==> config.mk <==
export PLATFORM = sky130hd
export DESIGN_NAME = lcd_frame_sched
export DESIGN_NICKNAME = d
export VERILOG_FILES = /design/src/rtl/lcd_pkg.sv /design/src/rtl/lcd_tick_gen.sv /design/src/rtl/lcd_frame_sched.sv
export SDC_FILE = /design/constraint.sdc
export NUM_CORES = 1
export LEC_CHECK = 0
export ABC_AREA = 1
export BUFFER_PORTS_ARGS = -buffer_cell sky130_fd_sc_hd__buf_4
export CAP_MARGIN = 20
export CORE_ASPECT_RATIO = 1.1
export CORE_MARGIN = 3
export CORE_UTILIZATION = 53
export DETAILED_ROUTE_END_ITERATION = 16
export HOLD_SLACK_MARGIN = 0.15
export PLACE_DENSITY = 0.92
export SYNTH_ARGS = -nofsm -noshare
export SYNTH_HDL_FRONTEND = slang
export SYNTH_SLANG_ARGS = --single-unit
==> constraint.sdc <==
create_clock -name clk -period 3.55 [get_ports clk]
set_input_delay 1.065 -clock clk [delete_from_list [all_inputs] [get_ports clk]]
set_output_delay 1.065 -clock clk [all_outputs]
set_load 0.02 [all_outputs]
==> src/rtl/lcd_pkg.sv <==
// Shared types and constants for the LCD write-port scheduler and its frame generator.
package lcd_pkg;

    typedef enum logic [1:0] {
        IDLE  = 2'd0,
        CPU   = 2'd1,
        REQ   = 2'd2,
        FRAME = 2'd3
    } state_e;

    // Upper half-word tags that mark an LCD word as a command or as pixel data
    localparam logic [15:0] LCD_CMD = 16'h8001;
    localparam logic [15:0] LCD_DAT = 16'h8002;

    localparam logic [15:0] BLACK = 16'h0000;
    localparam logic [15:0] WHITE = 16'hFFFF;
    localparam logic [15:0] RED   = 16'hF800;
    localparam logic [15:0] GREEN = 16'h07E0;
    localparam logic [15:0] BLUE  = 16'h001F;

    function automatic int cnt_w(input int n);
        return (n > 1) ? $clog2(n) : 1;
    endfunction

endpackage

==> src/rtl/lcd_tick_gen.sv <==
// Frame pacing: free-running tick counter gated by game_en, with a pending flag
// for the scheduler and a sticky overrun flag.
module lcd_tick_gen
    import lcd_pkg::*;
#(
    parameter int TICK_CYCLES = 2_000_000
) (
    input  logic clk,
    input  logic reset,
    input  logic game_en,
    input  logic tick_clr,
    output logic tick_pending,
    output logic frame_drop
);

    localparam int            TW        = cnt_w(TICK_CYCLES);
    localparam logic [TW-1:0] TICK_LAST = TW'(TICK_CYCLES - 1);

    logic [TW-1:0] r_tick_cnt;
    logic          r_pending;
    logic          r_drop;

    always_ff @(posedge clk) begin
        if (reset) begin
            r_tick_cnt <= '0;
            r_pending  <= 1'b0;
            r_drop     <= 1'b0;
        end else if (!game_en) begin
            r_tick_cnt <= '0;
            r_pending  <= 1'b0;
        end else if (r_tick_cnt == TICK_LAST) begin
            r_tick_cnt <= '0;
            r_pending  <= 1'b1;
            // A pending tick being consumed this cycle is not an overrun
            if (r_pending && !tick_clr)
                r_drop <= 1'b1;
        end else begin
            r_tick_cnt <= r_tick_cnt + 1'b1;
            if (tick_clr)
                r_pending <= 1'b0;
        end
    end

    assign tick_pending = r_pending;
    assign frame_drop   = r_drop;

endmodule

==> src/rtl/lcd_frame_sched.sv <==
// Arbitrates the single LCD write port between CPU words and whole generator frames;
// a frame is never interleaved with CPU traffic.
module lcd_frame_sched
    import lcd_pkg::*;
#(
    parameter int TICK_CYCLES = 2_000_000,
    parameter int CPU_BURST   = 4,
    parameter int SRC_TIMEOUT = 1024
) (
    input  logic        clk,
    input  logic        reset,
    input  logic        game_en,
    input  logic        cpu_wr_valid,
    input  logic [31:0] cpu_wr_data,
    output logic        cpu_wr_ready,
    output logic        frame_update,
    input  logic        src_valid,
    input  logic [31:0] src_data,
    input  logic        src_last,
    output logic        src_ready,
    output logic        lcd_valid,
    output logic [31:0] lcd_data,
    input  logic        lcd_ready,
    output logic        busy,
    output logic [15:0] frame_cnt,
    output logic        frame_drop,
    output logic        src_err
);

    localparam int            BW         = cnt_w(CPU_BURST);
    localparam int            WW         = cnt_w(SRC_TIMEOUT);
    localparam logic [BW-1:0] BURST_LAST = BW'(CPU_BURST - 1);
    localparam logic [WW-1:0] WAIT_LAST  = WW'(SRC_TIMEOUT - 1);

    state_e        r_state;
    logic [BW-1:0] r_burst_cnt;
    logic [WW-1:0] r_wait_cnt;
    logic [15:0]   r_frame_cnt;
    logic          r_src_err;

    logic w_tick_pending;
    logic w_tick_clr;
    logic w_cpu_xfer;
    logic w_src_xfer;

    lcd_tick_gen #(
        .TICK_CYCLES (TICK_CYCLES)
    ) u_tick (
        .clk          (clk),
        .reset        (reset),
        .game_en      (game_en),
        .tick_clr     (w_tick_clr),
        .tick_pending (w_tick_pending),
        .frame_drop   (frame_drop)
    );

    // The pending tick is consumed in the same cycle the IDLE->REQ decision is made
    assign w_tick_clr = (r_state == IDLE) && w_tick_pending && game_en;
    assign w_cpu_xfer = (r_state == CPU)   && cpu_wr_valid && lcd_ready;
    assign w_src_xfer = (r_state == FRAME) && src_valid    && lcd_ready;

    always_comb begin
        lcd_valid = 1'b0;
        lcd_data  = '0;
        case (r_state)
            CPU: begin
                lcd_valid = cpu_wr_valid;
                lcd_data  = cpu_wr_data;
            end
            FRAME: begin
                lcd_valid = src_valid;
                lcd_data  = src_data;
            end
            default: ;
        endcase
    end

    always_ff @(posedge clk) begin
        if (reset) begin
            r_state     <= IDLE;
            r_burst_cnt <= '0;
            r_wait_cnt  <= '0;
            r_frame_cnt <= '0;
            r_src_err   <= 1'b0;
        end else begin
            case (r_state)
                IDLE: begin
                    if (w_tick_pending && game_en) begin
                        r_state <= REQ;
                    end else if (cpu_wr_valid) begin
                        r_state     <= CPU;
                        r_burst_cnt <= '0;
                    end
                end
                CPU: begin
                    if (!cpu_wr_valid) begin
                        r_state <= IDLE;
                    end else if (w_cpu_xfer) begin
                        r_burst_cnt <= r_burst_cnt + 1'b1;
                        if (r_burst_cnt == BURST_LAST || w_tick_pending)
                            r_state <= IDLE;
                    end
                end
                REQ: begin
                    r_state    <= FRAME;
                    r_wait_cnt <= '0;
                end
                FRAME: begin
                    if (w_src_xfer) begin
                        r_wait_cnt <= '0;
                        if (src_last) begin
                            r_state     <= IDLE;
                            r_frame_cnt <= r_frame_cnt + 1'b1;
                        end
                    end else if (!src_valid) begin
                        // A silent generator must not hold the port forever
                        if (r_wait_cnt == WAIT_LAST) begin
                            r_state   <= IDLE;
                            r_src_err <= 1'b1;
                        end else begin
                            r_wait_cnt <= r_wait_cnt + 1'b1;
                        end
                    end
                end
                default: r_state <= IDLE;
            endcase
        end
    end

    assign cpu_wr_ready = (r_state == CPU)   && lcd_ready;
    assign src_ready    = (r_state == FRAME) && lcd_ready;
    assign frame_update = (r_state == REQ);
    assign busy         = (r_state != IDLE);
    assign frame_cnt    = r_frame_cnt;
    assign src_err      = r_src_err;

endmodule

After elaboration in Yosys (flattened, before gate mapping)
Cells that the tools add are included.

operators by class
  $add $sub $neg = 4
  $mul = 0
  divide/modulo/power cells = 0
  $lt $le $gt $ge = 0
  equal/unequal tests = 17
  shift operators = 0
  muxes and demuxes = 23
  bitwise operators = 3
  reduce and logical (&&, ||, !) cells = 25

operators by type and width
  operator                 count
  $pmux W32 S2             1
  $mux W10                 3
  $mux W2                  13
  $add A21 B1 Y21 const B  1
  $eq A21 B21 Y1 const B   1
  $pmux W10 S2             1
  $add A16 B1 Y16 const B  1
  $ne A3 B3 Y1 const B     5
  $add A10 B1 Y10 const B  1
  $eq A10 B10 Y1 const B   1
  $logic_and A1 B1 Y1      10
  $reduce_and A3 Y1        3
  $ne A2 B2 Y1 const B     4
  $pmux W2 S4              1
  $reduce_bool A2 Y1       4
  $eq A2 B2 Y1 const B     3
  $ne A3 B2 Y1 const B     2
  $reduce_and A6 Y1        1
  $reduce_and A5 Y1        1
  $pmux W2 S2              1
  $reduce_and A4 Y1        1
  $not A1 Y1               3
  $reduce_or A3 Y1         1
  $add A2 B1 Y2 const B    1
  7 further kinds          8

word-level totals
  flip-flop bits (word level) = 54
  bits in latches = 0
  RAM bits = 0
  bits in read-only memories = 0
  input bits = 71
  output and inout port bits = 55
  logic and storage cells = 80
  memories kept = 0

Logic depth before layout (Yosys ltp)
Gate-level depths: netlist of the first run.

  word-level depth = 6
  depth in mapped cells = 11
  depth with buffers taken out = 11

Modules after synthesis
A second synthesis of the first run with hierarchy kept.

second synthesis, totals
  cells, all modules = 507
  area, all modules = 3308.2 um2

modules (own cells, without submodules)
  module           times used  cells each  area each (um2)  seq. area each (um2)
  lcd_frame_sched  1           335         2149.6           620.6
  lcd_tick_gen     1           172         1158.6           460.4

Worst setup path before layout of the first run
No wires, ideal clock.

  path type = in2out
  from = input port lcd_ready
  to = output port cpu_wr_ready
  arrival time = 1457 ps
  data required time = 2485 ps
  setup slack = 1028 ps
  stages on the path = 2
  path buffers = 0
  cell sequence = inv_1 nor2_1

on the way
  cells in the longest elaborated chain, start to end = 1

ends and longest elaborated chain
  element              line                    text
  start: declaration   lcd_frame_sched.sv:23   input logic lcd_ready,
  $logic_and A1 B1 Y1  lcd_frame_sched.sv:130  assign cpu_wr_ready = (r_state == CPU) && lcd_ready;
  end: declaration     lcd_frame_sched.sv:15   output logic cpu_wr_ready,

No other way between the ends.

Final worst setup path of the first run
  from = register r_state[1]
  to = output port lcd_data[6]

on the way
  cells in the longest elaborated chain, start to end = 2
  elaborated cells between the ends (all ways) = 3
  classes of those cells = 2 x eq/ne; 1 x mux

ends and longest elaborated chain
  element                                       line                   text
  start: declaration                            lcd_frame_sched.sv:35  state_e r_state;
  start signal: assignment                      lcd_frame_sched.sv:80  r_state <= IDLE;
  start signal: assignment                      lcd_frame_sched.sv:89  r_state <= REQ;
  start signal: assignment                      lcd_frame_sched.sv:91  r_state <= CPU;
  $eq A2 B2 Y1 or $eq A2 B1 Y1 (tied branches)  lcd_frame_sched.sv:65  case (r_state)
  $pmux W32 S2 *                                lcd_frame_sched.sv:65
  end: declaration                              lcd_frame_sched.sv:22  output logic [31:0] lcd_data,

Mark *: on every way between the ends. The rest lies on a longest branch, timed or not.

==> qor.yml, run 1 <==
yosys:
  ys_types: 39
  async_flop_share_pct: 0
  synth.area.mux_share_pct: 0
  syn_avg_cell_area_um2: 6.891
  synth_edf_count: 0
  ys_seq_area_share_pct: 33.45
  synth_ff_type: "dfxtp_1"
  synth-simple-area-share_pct: 35.81
  synthXorXnorAreaFrac_pct: 2.710
  synth_compound_area_share_pct: 17.34
  synth.largest_area_cell: "dfxtp_1"
  synth_area_leaders: "dfxtp_1 33%, nand2_1 11%, a22o_1 8.7%"
  synth_top_family_by_area: "simple AND/OR/NAND/NOR gates"
  yosys_register_bits: 54
  yosys.area.top_type_share_pct: 33.45
  yosysWarnings: 0
  synth_fa_ha_area_share_pct: 1.549
  synth_fp_nets: 544
  netlist_instances: 469
  synth_area_mm2: 0.003232
run:
  cap_violations: 0
setup_path:
  crit_fanout: 32
  cp_common_cell: "buf_4"
  critical_path_class: "register to primary output"
  cp.arrival_ps: 1750
  required_ps: 2480
  start_kind: "register"
  end_kind: "primary output"
  cpPeakStageDelay_ps: 540
  cp_slowest_cell: "dfxtp_1"
  path_cells: "nand2_4 -> inv_1 -> buf_4 -> a22o_1 -> buf_4"
die:
  row_count: 29
  fp.dieW_um: 80.46
  start_util_pct: 55.32
  dieHeight_um: 87.90
  core_mm2: 0.005842
  io_pins: 126
  dieArea_mm2: 0.007072
detailed_routing:
  ant_nets: 0
  via_per_inst: 5.513
  first_pass_iters: 4
  wire_per_inst_um: 14.74
  vias: 3688
  drc: 0
  wl_um: 9862
  first_iter_violations: 276
sta:
  maxSlewViolCount: 0
  fmax_mhz: 355.2
  max_slew_margin_pct: 68.33
  fin_hold_ws_ps: 450.4
  finalSetupTns_ps: 0
  skew_ps: 10.92
  hold_viol: 0
  rsz0062_at_grt: "no"
  worst_slew_pin_slew_ps: 474.5
  setup_viol: 0
  fin_crit_ps: 2815
  post-route-period-util_pct: 79.31
clock_network:
  cts_tree: "yes"
  clock-sinks: 54
  cts_hold_buf: 0
  insertion_delay_ps: 300
  cts_buffer_depth: 2
  cts_inserted_buffers: 5
  htreeDepth: 2
  cts_resized: 0
  path_clk_slew_ps: 100
  cts_setup_buffers: 0
  cts-root-buf: "clkbuf_8"
placement:
  hpwl_um: 7813
  gp_congestion: 0.9593
  numPlacedInstances: 662
  portBuffers: 125
pwr:
  power.total_mw: 1.149
  ir_drop_uv: 292.7
  powerDensity_mw_per_mm2: 266.6
  leakage_nw: 1.970
global_route:
  grt_pass1_wl_um: 15420
  grt-ovfl-total: 0
  antenna_found_initial: 0
  grt_usage_pct: 27.50
  grt_max_degree: 36
  grt_pass1_vias: 3370
status:
  status: "finished clean"
cells_and_area:
  syn2layout_area_growth_pct: 33.29
  n_antenna_cell: 0
  drive_gt1_share_pct: 26.52
  nNetsFinal: 667
  fin_cells: 669
hold_path:
  min_path_type: "register to register"
stage by stage:
stage | utilization [%] | area [um^2] | setup slack (ps)
after floorplan | - | 3232 | 1028
after global placement | 72.37 | 4228 | 861.7
after detailed placement | 72.37 | 4228 | 851.0
after CTS | 73.74 | 4308 | 744.9
after global routing | 73.74 | 4308 | 599.9
final | 73.74 | 4308 | 734.7
critical path, delay by kind of cell (launching register included):
family | cells | cell delay [ps]
simple gates | 1 | 150
buf+inv | 3 | 540
compound gates | 1 | 210
flops | 1 | 540
report_power, final:
group          internal [mW]  switching (mW)  leakage, nW  total [mW]
combinational          0.104           0.101         1.50       0.205
clock                  0.136           0.195       0.0373       0.331
sequential             0.609         0.00420        0.436       0.613
synthesized netlist by cell type, types with 3 or more instances:
cell type	instances
nand2_1	95
nor2_1	70
inv_1	56
dfxtp_1	54
a22o_1	32
a21oi_1	26
nand3_1	26
nand4_1	18
o21ai_0	11
nor3_1	10
xor2_1	8
clkbuf_1	6
ha_1	4
nor2_2	4
o21ai_1	4
inv_2	3
nand2_2	3
nand2_4	3
nand3b_1	3
nor2_4	3
nor2_8	3
o21bai_1	3
final cells by class:
type	count	area (um^2)
timing repair buffer	128	960.9
sequential	54	1081
fill	454	1534
multi-input combinational	342	1856
clock inverter	1	7.507
inverter	61	234.0
clock buffer	6	72.57
tap	77	96.34
path summary, 6_finish.rpt:
check                                                        to  cells after the start  slack [ps]                             from
worst max-delay path                                lcd_data[6]                      5         730          r_state[1]$_SDFFE_PP0P_
worst min register to register  u_tick.r_tick_cnt[0]$_SDFF_PP0_                      1         450  u_tick.r_tick_cnt[0]$_SDFF_PP0_
worst min-delay path            u_tick.r_tick_cnt[0]$_SDFF_PP0_                      1         450  u_tick.r_tick_cnt[0]$_SDFF_PP0_
worst max register to register       r_wait_cnt[4]$_SDFFE_PP0P_                     11        1730       r_wait_cnt[0]$_SDFFE_PP0P_
cells in the final DEF (no fill, tap or decap), types with 3 or more instances in the layout:
master	netlist	routed
buf_4	2	128
nor3_1	10	10
nor2_8	3	3
inv_2	3	3
nand2_2	3	3
nor2_1	70	70
nand4_1	18	18
o21bai_1	3	3
a22o_1	32	32
nand3_1	26	26
dfxtp_1	54	54
ha_1	4	4
clkbuf_8	0	5
nand3b_1	3	3
o21ai_1	4	4
a21oi_1	26	26
nand2_1	95	95
xor2_1	8	8
nor2_4	3	3
o21ai_0	11	11
nor2_2	4	4
inv_1	56	56
nand2_4	3	3
registers in the layout, summed over array words and instances, names as in the netlist:
name                 count
frame_cnt               16
r_burst_cnt              2
r_state                  2
src_err                  1
r_wait_cnt              10
u_tick.frame_drop        1
u_tick.r_tick_cnt       21
u_tick.tick_pending      1
kinds of logic after synthesis:
logic type	count (synthesis)
adders and majority gates	4
xor gates and xnor gates	10
buffers and inverters	73
DFF	54
and+or+nand+nor	246
AOI/OAI and AO/OA	82
per-layer routing:
| metal | GRT usage, % | share of wire, % | vias up |
|---|---|---|---|
| met5 | 0 | 0 | - |
| met4 | 11.67 | 3.2 | 0 |
| met3 | 7.510 | 9.9 | 27 |
| met2 | 50.53 | 52 | 170 |
| met1 | 29.41 | 35 | 1687 |
| li1 | - | - | 1804 |
No activity file was read; power rests on OpenSTA's default activity.
==> inputs of run 2 (changes only) <==
--- a/config.mk
+++ b/config.mk
@@ -10,10 +10,10 @@
 export CAP_MARGIN = 20
 export CORE_ASPECT_RATIO = 1.1
 export CORE_MARGIN = 3
-export CORE_UTILIZATION = 53
+export CORE_UTILIZATION = 49
 export DETAILED_ROUTE_END_ITERATION = 16
 export HOLD_SLACK_MARGIN = 0.15
-export PLACE_DENSITY = 0.92
+export PLACE_DENSITY = 0.86
 export SYNTH_ARGS = -nofsm -noshare
 export SYNTH_HDL_FRONTEND = slang
 export SYNTH_SLANG_ARGS = --single-unit
==> constraint.sdc (replaced) <==
create_clock -name clk -period 2.7 [get_ports clk]
set_input_delay 0.81 -clock clk [delete_from_list [all_inputs] [get_ports clk]]
set_output_delay 0.81 -clock clk [all_outputs]
set_load 0.02 [all_outputs]
==> run 2 against run 1 <==
Non-clock buffer count stayed put. Sequential cell count unchanged. Largest cell class unchanged. Cell count up 0.75%. Via count decreased by 3.7%. Count of clock-buffer cells in the layout did not move. Clock power increased by 46%. Power rose by 35%. Core utilization decreased by 4.6 points. Combinational power rose by 30%. Highest routed layer is now met5. Worst setup slack worse by 560 ps. Critical path type unchanged. Wire length is 3.2% lower. Global-route usage shrank 3.0 points.
==> qor.yml, run 2 (synthesis gave the netlist of run 1 again) <==
pwr:
  power_frac_seq_pct: 51.8  # -1.5 points
  p_sw_mw: 0.4078  # +36%
  p_clk_share_pct: 31.1  # +2.3 points
  powerDensity_mw_per_mm2: 359.0  # +35%
  leakage_nw: 1.984  # +0.72%
  power.internal_mw: 1.148  # +35%
  ir_drop_uv: 316.5  # +8.1%
  switching_share_pct: 26.21  # +0.074 points
  comb_power_share_pct: 17.2  # -0.7 points
die:
  fp.dieW_um: 83.44  # +3.7%
  start_util_pct: 51.56  # -3.8 points
  core_mm2: 0.006269  # +7.3%
  row_count: 30  # +3.4%
  io_pins: 126  # unchanged
  dieArea_mm2: 0.007607  # +7.6%
  dieHeight_um: 91.18  # +3.7%
sta:
  maxSlewViolCount: 0  # unchanged
  post-route-period-util_pct: 93.35
  finalSetupTns_ps: 0  # unchanged
  worst_slew_pin_slew_ps: 496.2  # +21.66 ps
  max_slew_margin_pct: 66.89  # -1.4 points
  rsz0062_at_grt: "no"
  fin_crit_ps: 2520
  fmax_mhz: 396.8
  skew_ps: 16.07  # +5.156 ps
  hold_viol: 0  # unchanged
  final_critical_path_setup_slack_ps: 179.6  # -555.0 ps
  setup_viol: 0  # unchanged
detailed_routing:
  drc: 0  # unchanged
  wl_um: 9546  # -3.2%
  ant_nets: 0  # unchanged
  first_iter_violations: 196  # -29%
  first_pass_iters: 4  # unchanged
  vias: 3551  # -3.7%
  wire_per_inst_um: 14.16  # -3.9%
  via_per_inst: 5.269  # -4.4%
setup_path:
  cpPeakStageDelay_ps: 510  # -30 ps
  cp.arrival_ps: 1710  # -40 ps
  cp_common_cell: "buf_4"
  r2r-start: "r_wait_cnt[0]$_SDFFE_PP0P_"
  required_ps: 1890  # -590 ps
  path_cells: "nand2_4 -> inv_1 -> buf_4 -> a22o_1 -> buf_4"
  crit_path_start: "r_state[1]$_SDFFE_PP0P_"
  critical_path_class: "register to primary output"
  cp_slowest_cell: "dfxtp_1"
  end_kind: "primary output"
  r2r_slack_ps: 910  # -820 ps
  start_kind: "register"
  crit_fanout: 33  # +3.1%
cells_and_area:
  largest_reg_flops: 21  # unchanged
  fin_cells: 674  # +0.75%
  mostFrequentLayoutCells: "128 x buf_4, 95 x nand2_1, 70 x nor2_1, 56 x inv_1, 54 x dfxtp_1"
  drive_gt1_share_pct: 26.81  # +0.29 points
  top_register: "u_tick.r_tick_cnt"
  nFillCells: 523  # +15%
  final_common_cell: "buf_4"
  syn2layout_area_growth_pct: 34.11
  ff_latch_area_mm2: 0.001081  # unchanged
  multiInputGateArea_mm2: 0.001856  # unchanged
  postLayoutCellArea_mm2: 0.004334  # +0.61%
  nNetsFinal: 667  # unchanged
clock_network:
  cts_inserted_buffers: 5  # unchanged
  cts_resized: 0  # unchanged
  insertion_delay_ps: 320  # +20 ps
  htreeDepth: 2  # unchanged
  clock-sinks: 54  # unchanged
  cts-root-buf: "clkbuf_8"
  cts_tree: "yes"
  cts_buffer_depth: 2  # unchanged
  cts_hold_buf: 0  # unchanged
  cts_setup_buffers: 0  # unchanged
  path_clk_slew_ps: 100  # about the same
run:
  cap_violations: 0  # unchanged
global_route:
  grt_pass1_wl_um: 15450  # +0.18%
  grt_usage_pct: 24.52  # -3.0 points
  antenna_found_initial: 3  # +3
  grt-ovfl-total: 0  # unchanged
  grt_max_degree: 36  # unchanged
  grt_pass1_vias: 3328  # -1.2%
placement:
  post-place-ws_ps: 534.0  # -317.1 ps
  gp_congestion: 0.9475  # -1.2%
  portBuffers: 125  # unchanged
  hpwl_um: 7630  # -2.3%
  numPlacedInstances: 665  # +0.45%
  dpl-instance-area_mm2: 0.004232  # about the same
hold_path:
  min_from: "u_tick.r_tick_cnt[0]$_SDFF_PP0_"
  min_path_type: "register to register"
status:
  status: "finished clean"
-- run 2: path summary, 6_finish.rpt --
check | endpoint | cells after the start
max | lcd_data[25] | 5
min | u_tick.r_tick_cnt[0]$_SDFF_PP0_ | 1
max reg2reg | r_wait_cnt[1]$_SDFFE_PP0P_ | 10
min reg2reg | u_tick.r_tick_cnt[0]$_SDFF_PP0_ | 1
-- run 2: per-stage QoR --
stage / power [mW] / hold slack, ps / util [%]
CTS: 1.565 / 454.0 / 69.10
global placement: 1.087 / 429.9 / 67.51
finish: 1.556 / 448.4 / 69.14
detailed placement: 1.091 / 435.7 / 67.51
global route: 1.621 / 468.6 / 69.14
floorplan: 0.9429 / 417.5 / -
-- run 2: per-layer routing --
metal  up-vias  routed length, um  GRT usage (%)
li1       1795                  -              -
met1      1596               3692          26.88
met2       134               4796          44.72
met3        22                687          6.534
met4         4                340          9.651
met5         -                 31              0
-- run 2: critical path, delay by kind of cell (launching register included) --
family | cells | cell delay (ps)
compound gates | 1 | 210
buf+inv | 3 | 520
simple gates | 1 | 140
flops | 1 | 510
-- run 2: area by class of cell --
| cell class | instances | area share [%] |
|---|---|---|
| inverters | 61 | 5.398 |
| clock buffers | 6 | 1.905 |
| flip-flops and latches | 54 | 24.94 |
| multi-input cells | 342 | 42.81 |
| clock inverters | 2 | 0.4042 |
| repair buffers | 128 | 22.17 |
| well taps | 80 | 2.309 |
| diodes | 1 | 0.05774 |
-- run 2: power groups by stage --
stage               registers (mW)  logic [mW]  clock network, mW
floorplan                    0.823       0.120                  0
global route                 0.806       0.286              0.529
detailed placement           0.824       0.267                  0
finish                       0.805       0.267              0.484
global placement             0.824       0.263                  0
CTS                          0.805       0.267              0.492
==> inputs of run 3 (changes only) <==
--- a/config.mk
+++ b/config.mk
@@ -10,10 +10,12 @@
 export CAP_MARGIN = 20
 export CORE_ASPECT_RATIO = 1.1
 export CORE_MARGIN = 3
-export CORE_UTILIZATION = 49
+export CORE_UTILIZATION = 53
 export DETAILED_ROUTE_END_ITERATION = 16
 export HOLD_SLACK_MARGIN = 0.15
-export PLACE_DENSITY = 0.86
+export PLACE_DENSITY = 0.91
+export SLEW_MARGIN = 20
 export SYNTH_ARGS = -nofsm -noshare
 export SYNTH_HDL_FRONTEND = slang
+export SYNTH_HIERARCHICAL = 1
 export SYNTH_SLANG_ARGS = --single-unit
==> constraint.sdc (replaced) <==
create_clock -name clk -period 2.9 [get_ports clk]
set_input_delay 0.87 -clock clk [delete_from_list [all_inputs] [get_ports clk]]
set_output_delay 0.87 -clock clk [all_outputs]
set_load 0.02 [all_outputs]
==> run 3 against run 2 <==
Clock skew rose by 0.64 ps. Global-route usage rose by 2.1 points. Count of clock-buffer cells in the layout rose by 1. Register-to-register slack got worse by 30 ps. Critical path depth rose by 1. Synthesized cell count rose by 8.1%. Via count rose by 4.6%. Sequential cell count did not move. Synthesized area rose by 2.4%. Design area rose by 1.5%. Wire length fell by 0.65%. Largest cell class unchanged.
==> qor.yml, run 3 <==
status:
  status: "finished clean"
die:
  fp.dieW_um: 81.33  # -2.5%
  start_util_pct: 55.93  # +4.4 points
  dieHeight_um: 88.86  # -2.5%
  core_mm2: 0.005914  # -5.6%
  dieArea_mm2: 0.007227  # -5.0%
  io_pins: 126  # unchanged
  row_count: 29  # -3.3%
yosys:
  synth_area_mm2: 0.003308  # +2.4%
  async_flop_share_pct: 0  # unchanged
  yosysMostFrequentCell: "nand2_1"
  synth_fp_nets: 582  # +7.0%
  yosysWarnings: 6  # +6
  ys_types: 34  # -13%
  yosys_register_bits: 54  # unchanged
  netlist_instances: 507  # +8.1%
  ys_seq_area_share_pct: 32.68  # -0.77 points
  synth_ff_type: "dfxtp_1"
  synth_area_leaders: "dfxtp_1 33%, nand2_1 14%, nor2_1 11%"
  synth_edf_count: 0  # unchanged
  syn_avg_cell_area_um2: 6.525  # -5.3%
  yosys.area.top_type_share_pct: 32.68  # -0.77 points
  synth.largest_area_cell: "dfxtp_1"
  ys_top_cells_by_count: "125 x nand2_1, 97 x nor2_1, 54 x dfxtp_1, 49 x inv_1, 37 x nand3_1"
pwr:
  leakage_nw: 1.882  # -5.1%
  power.total_mw: 1.940  # +25%
  powerDensity_mw_per_mm2: 441.0  # +23%
  ir_drop_uv: 330.2  # +4.3%
clock_network:
  cts_inserted_buffers: 5  # unchanged
  htreeDepth: 2  # unchanged
  cts-root-buf: "clkbuf_8"
  cts_buffer_depth: 2  # unchanged
  path_clk_slew_ps: 100  # about the same
  cts_setup_buffers: 0  # unchanged
  cts_hold_buf: 0  # unchanged
  clock-sinks: 54  # unchanged
  insertion_delay_ps: 320  # about the same
  cts_tree: "yes"
  cts_resized: 0  # unchanged
setup_path:
  required_ps: 2030  # +140 ps
  cp.arrival_ps: 1890  # +180 ps
  critical_path_class: "register to primary output"
  crit_fanout: 23  # -30%
  start_kind: "register"
  end_kind: "primary output"
cells_and_area:
  mostFrequentLayoutCells: "126 x buf_4, 125 x nand2_1, 97 x nor2_1, 54 x dfxtp_1, 49 x inv_1"
  final_common_cell: "buf_4"
  nFillCells: 493  # -5.7%
  drive_gt1_share_pct: 23.92  # -2.9 points
  multiInputGateArea_mm2: 0.001952  # +5.2%
  syn2layout_area_growth_pct: 32.94
  ff_latch_area_mm2: 0.001081  # unchanged
  fin_cells: 706  # +4.7%
  largest_reg_flops: 21  # unchanged
  top_register: "u_tick/r_tick_cnt"
  nNetsFinal: 701  # +5.1%
detailed_routing:
  vias: 3716  # +4.6%
  first_iter_violations: 225  # +15%
  first_pass_iters: 4  # unchanged
  ant_nets: 0  # unchanged
  drc: 0  # unchanged
  via_per_inst: 5.263  # about the same
  wl_um: 9484  # -0.65%
  wire_per_inst_um: 13.43  # -5.2%
sta:
  rsz0062_at_grt: "no"
  worst_slew_pin_slew_ps: 525.3  # +29.13 ps
  post-route-period-util_pct: 95.14
  setup_viol: 0  # unchanged
  hold_viol: 0  # unchanged
  fin_crit_ps: 2759
  final_critical_path_setup_slack_ps: 140.8  # -38.82 ps
  maxSlewViolCount: 0  # unchanged
  max_slew_margin_pct: 64.76  # -2.1 points
  skew_ps: 16.71  # +0.6391 ps
  fmax_mhz: 362.4
  finalSetupTns_ps: 0  # unchanged
placement:
  gp_congestion: 0.8476  # -11%
  post-place-ws_ps: 513.6  # -20.39 ps
  hpwl_um: 7354  # -3.6%
  numPlacedInstances: 696  # +4.7%
  portBuffers: 125  # unchanged
run:
  cap_violations: 0  # unchanged
global_route:
  grt_pass1_wl_um: 15280  # -1.1%
  use_met1_pct: 29.28  # +2.4 points
  grt_util_met2_pct: 46.74  # +2.0 points
  grt_max_degree: 33  # -8.3%
  grt_pass1_vias: 3544  # +6.5%
  grt_usage_pct: 26.60  # +2.1 points
  gr-usage-met3_pct: 6.110  # -0.42 points
  antenna_found_initial: 2  # -1
  grt-ovfl-total: 0  # unchanged
  top_usage_layer: "met2"
hold_path:
  min_path_type: "register to register"
-- run 3: cell count changes after synthesis, moves of 7 or more --
cell,delta
nand4_1,-14
nand2_1,+30
nor2_1,+27
nand3_1,+11
xnor2_1,+7
inv_1,-7
-- run 3: final timing paths --
path                                  start  slack, ps                             end  cells after the start
min          u_tick/frame_drop$_SDFFE_PP0P_        460  u_tick/frame_drop$_SDFFE_PP0P_                      2
max                 r_state[0]$_SDFFE_PP0P_        140                    cpu_wr_ready                      6
min reg2reg  u_tick/frame_drop$_SDFFE_PP0P_        460  u_tick/frame_drop$_SDFFE_PP0P_                      2
max reg2reg      r_wait_cnt[0]$_SDFFE_PP0P_        880      r_wait_cnt[0]$_SDFFE_PP0P_                     10
-- run 3: layout make-up --
class	instances	share of cell area, %
multi-input combinational	387	44.38
sequential	54	24.58
timing repair buffer	127	21.96
clock buffer	7	1.735
antenna	2	0.1138
clock inverter	1	0.6828
inverter	51	4.353
tap	77	2.191
-- run 3: cell families after synthesis --
| group | share of synthesized area (%) |
|---|---|
| AO/OA/AOI/OAI | 15.51 |
| XOR/XNOR | 4.236 |
| adder cells (fa/ha/maj) | 1.513 |
| buffers and inverters | 8.320 |
| flip-flops | 32.68 |
| AND/OR/NAND/NOR | 37.75 |
-- run 3: critical path, stage by stage, from the launching register on --
cell and delay, ps:
dfxtp_1 440, inv_1 110, nor2_2 420, buf_12 230, inv_1 70, nor2_1 130, buf_4 160
-- run 3: where the power goes --
group          internal (mW)  switching, mW  total, mW  leakage (nW)
logic                  0.288          0.362      0.650          1.39
clock network          0.259          0.248      0.507        0.0525
registers              0.758         0.0244      0.782         0.436
-- run 3: stage by stage --
stage	area [um^2]	hold WS, ps	utilization [%]
after floorplan	3308	436.5	-
after detailed placement	4287	448.4	72.48
after CTS	4393	465.0	74.28
after global routing	4398	481.6	74.36
after global placement	4287	447.5	72.48
final	4398	462.6	74.36
-- run 3: routing by layer --
metal	up-vias	wire, um
li1	1883	-
met1	1671	3717
met2	134	4695
met3	28	746
met4	0	325
met5	-	0
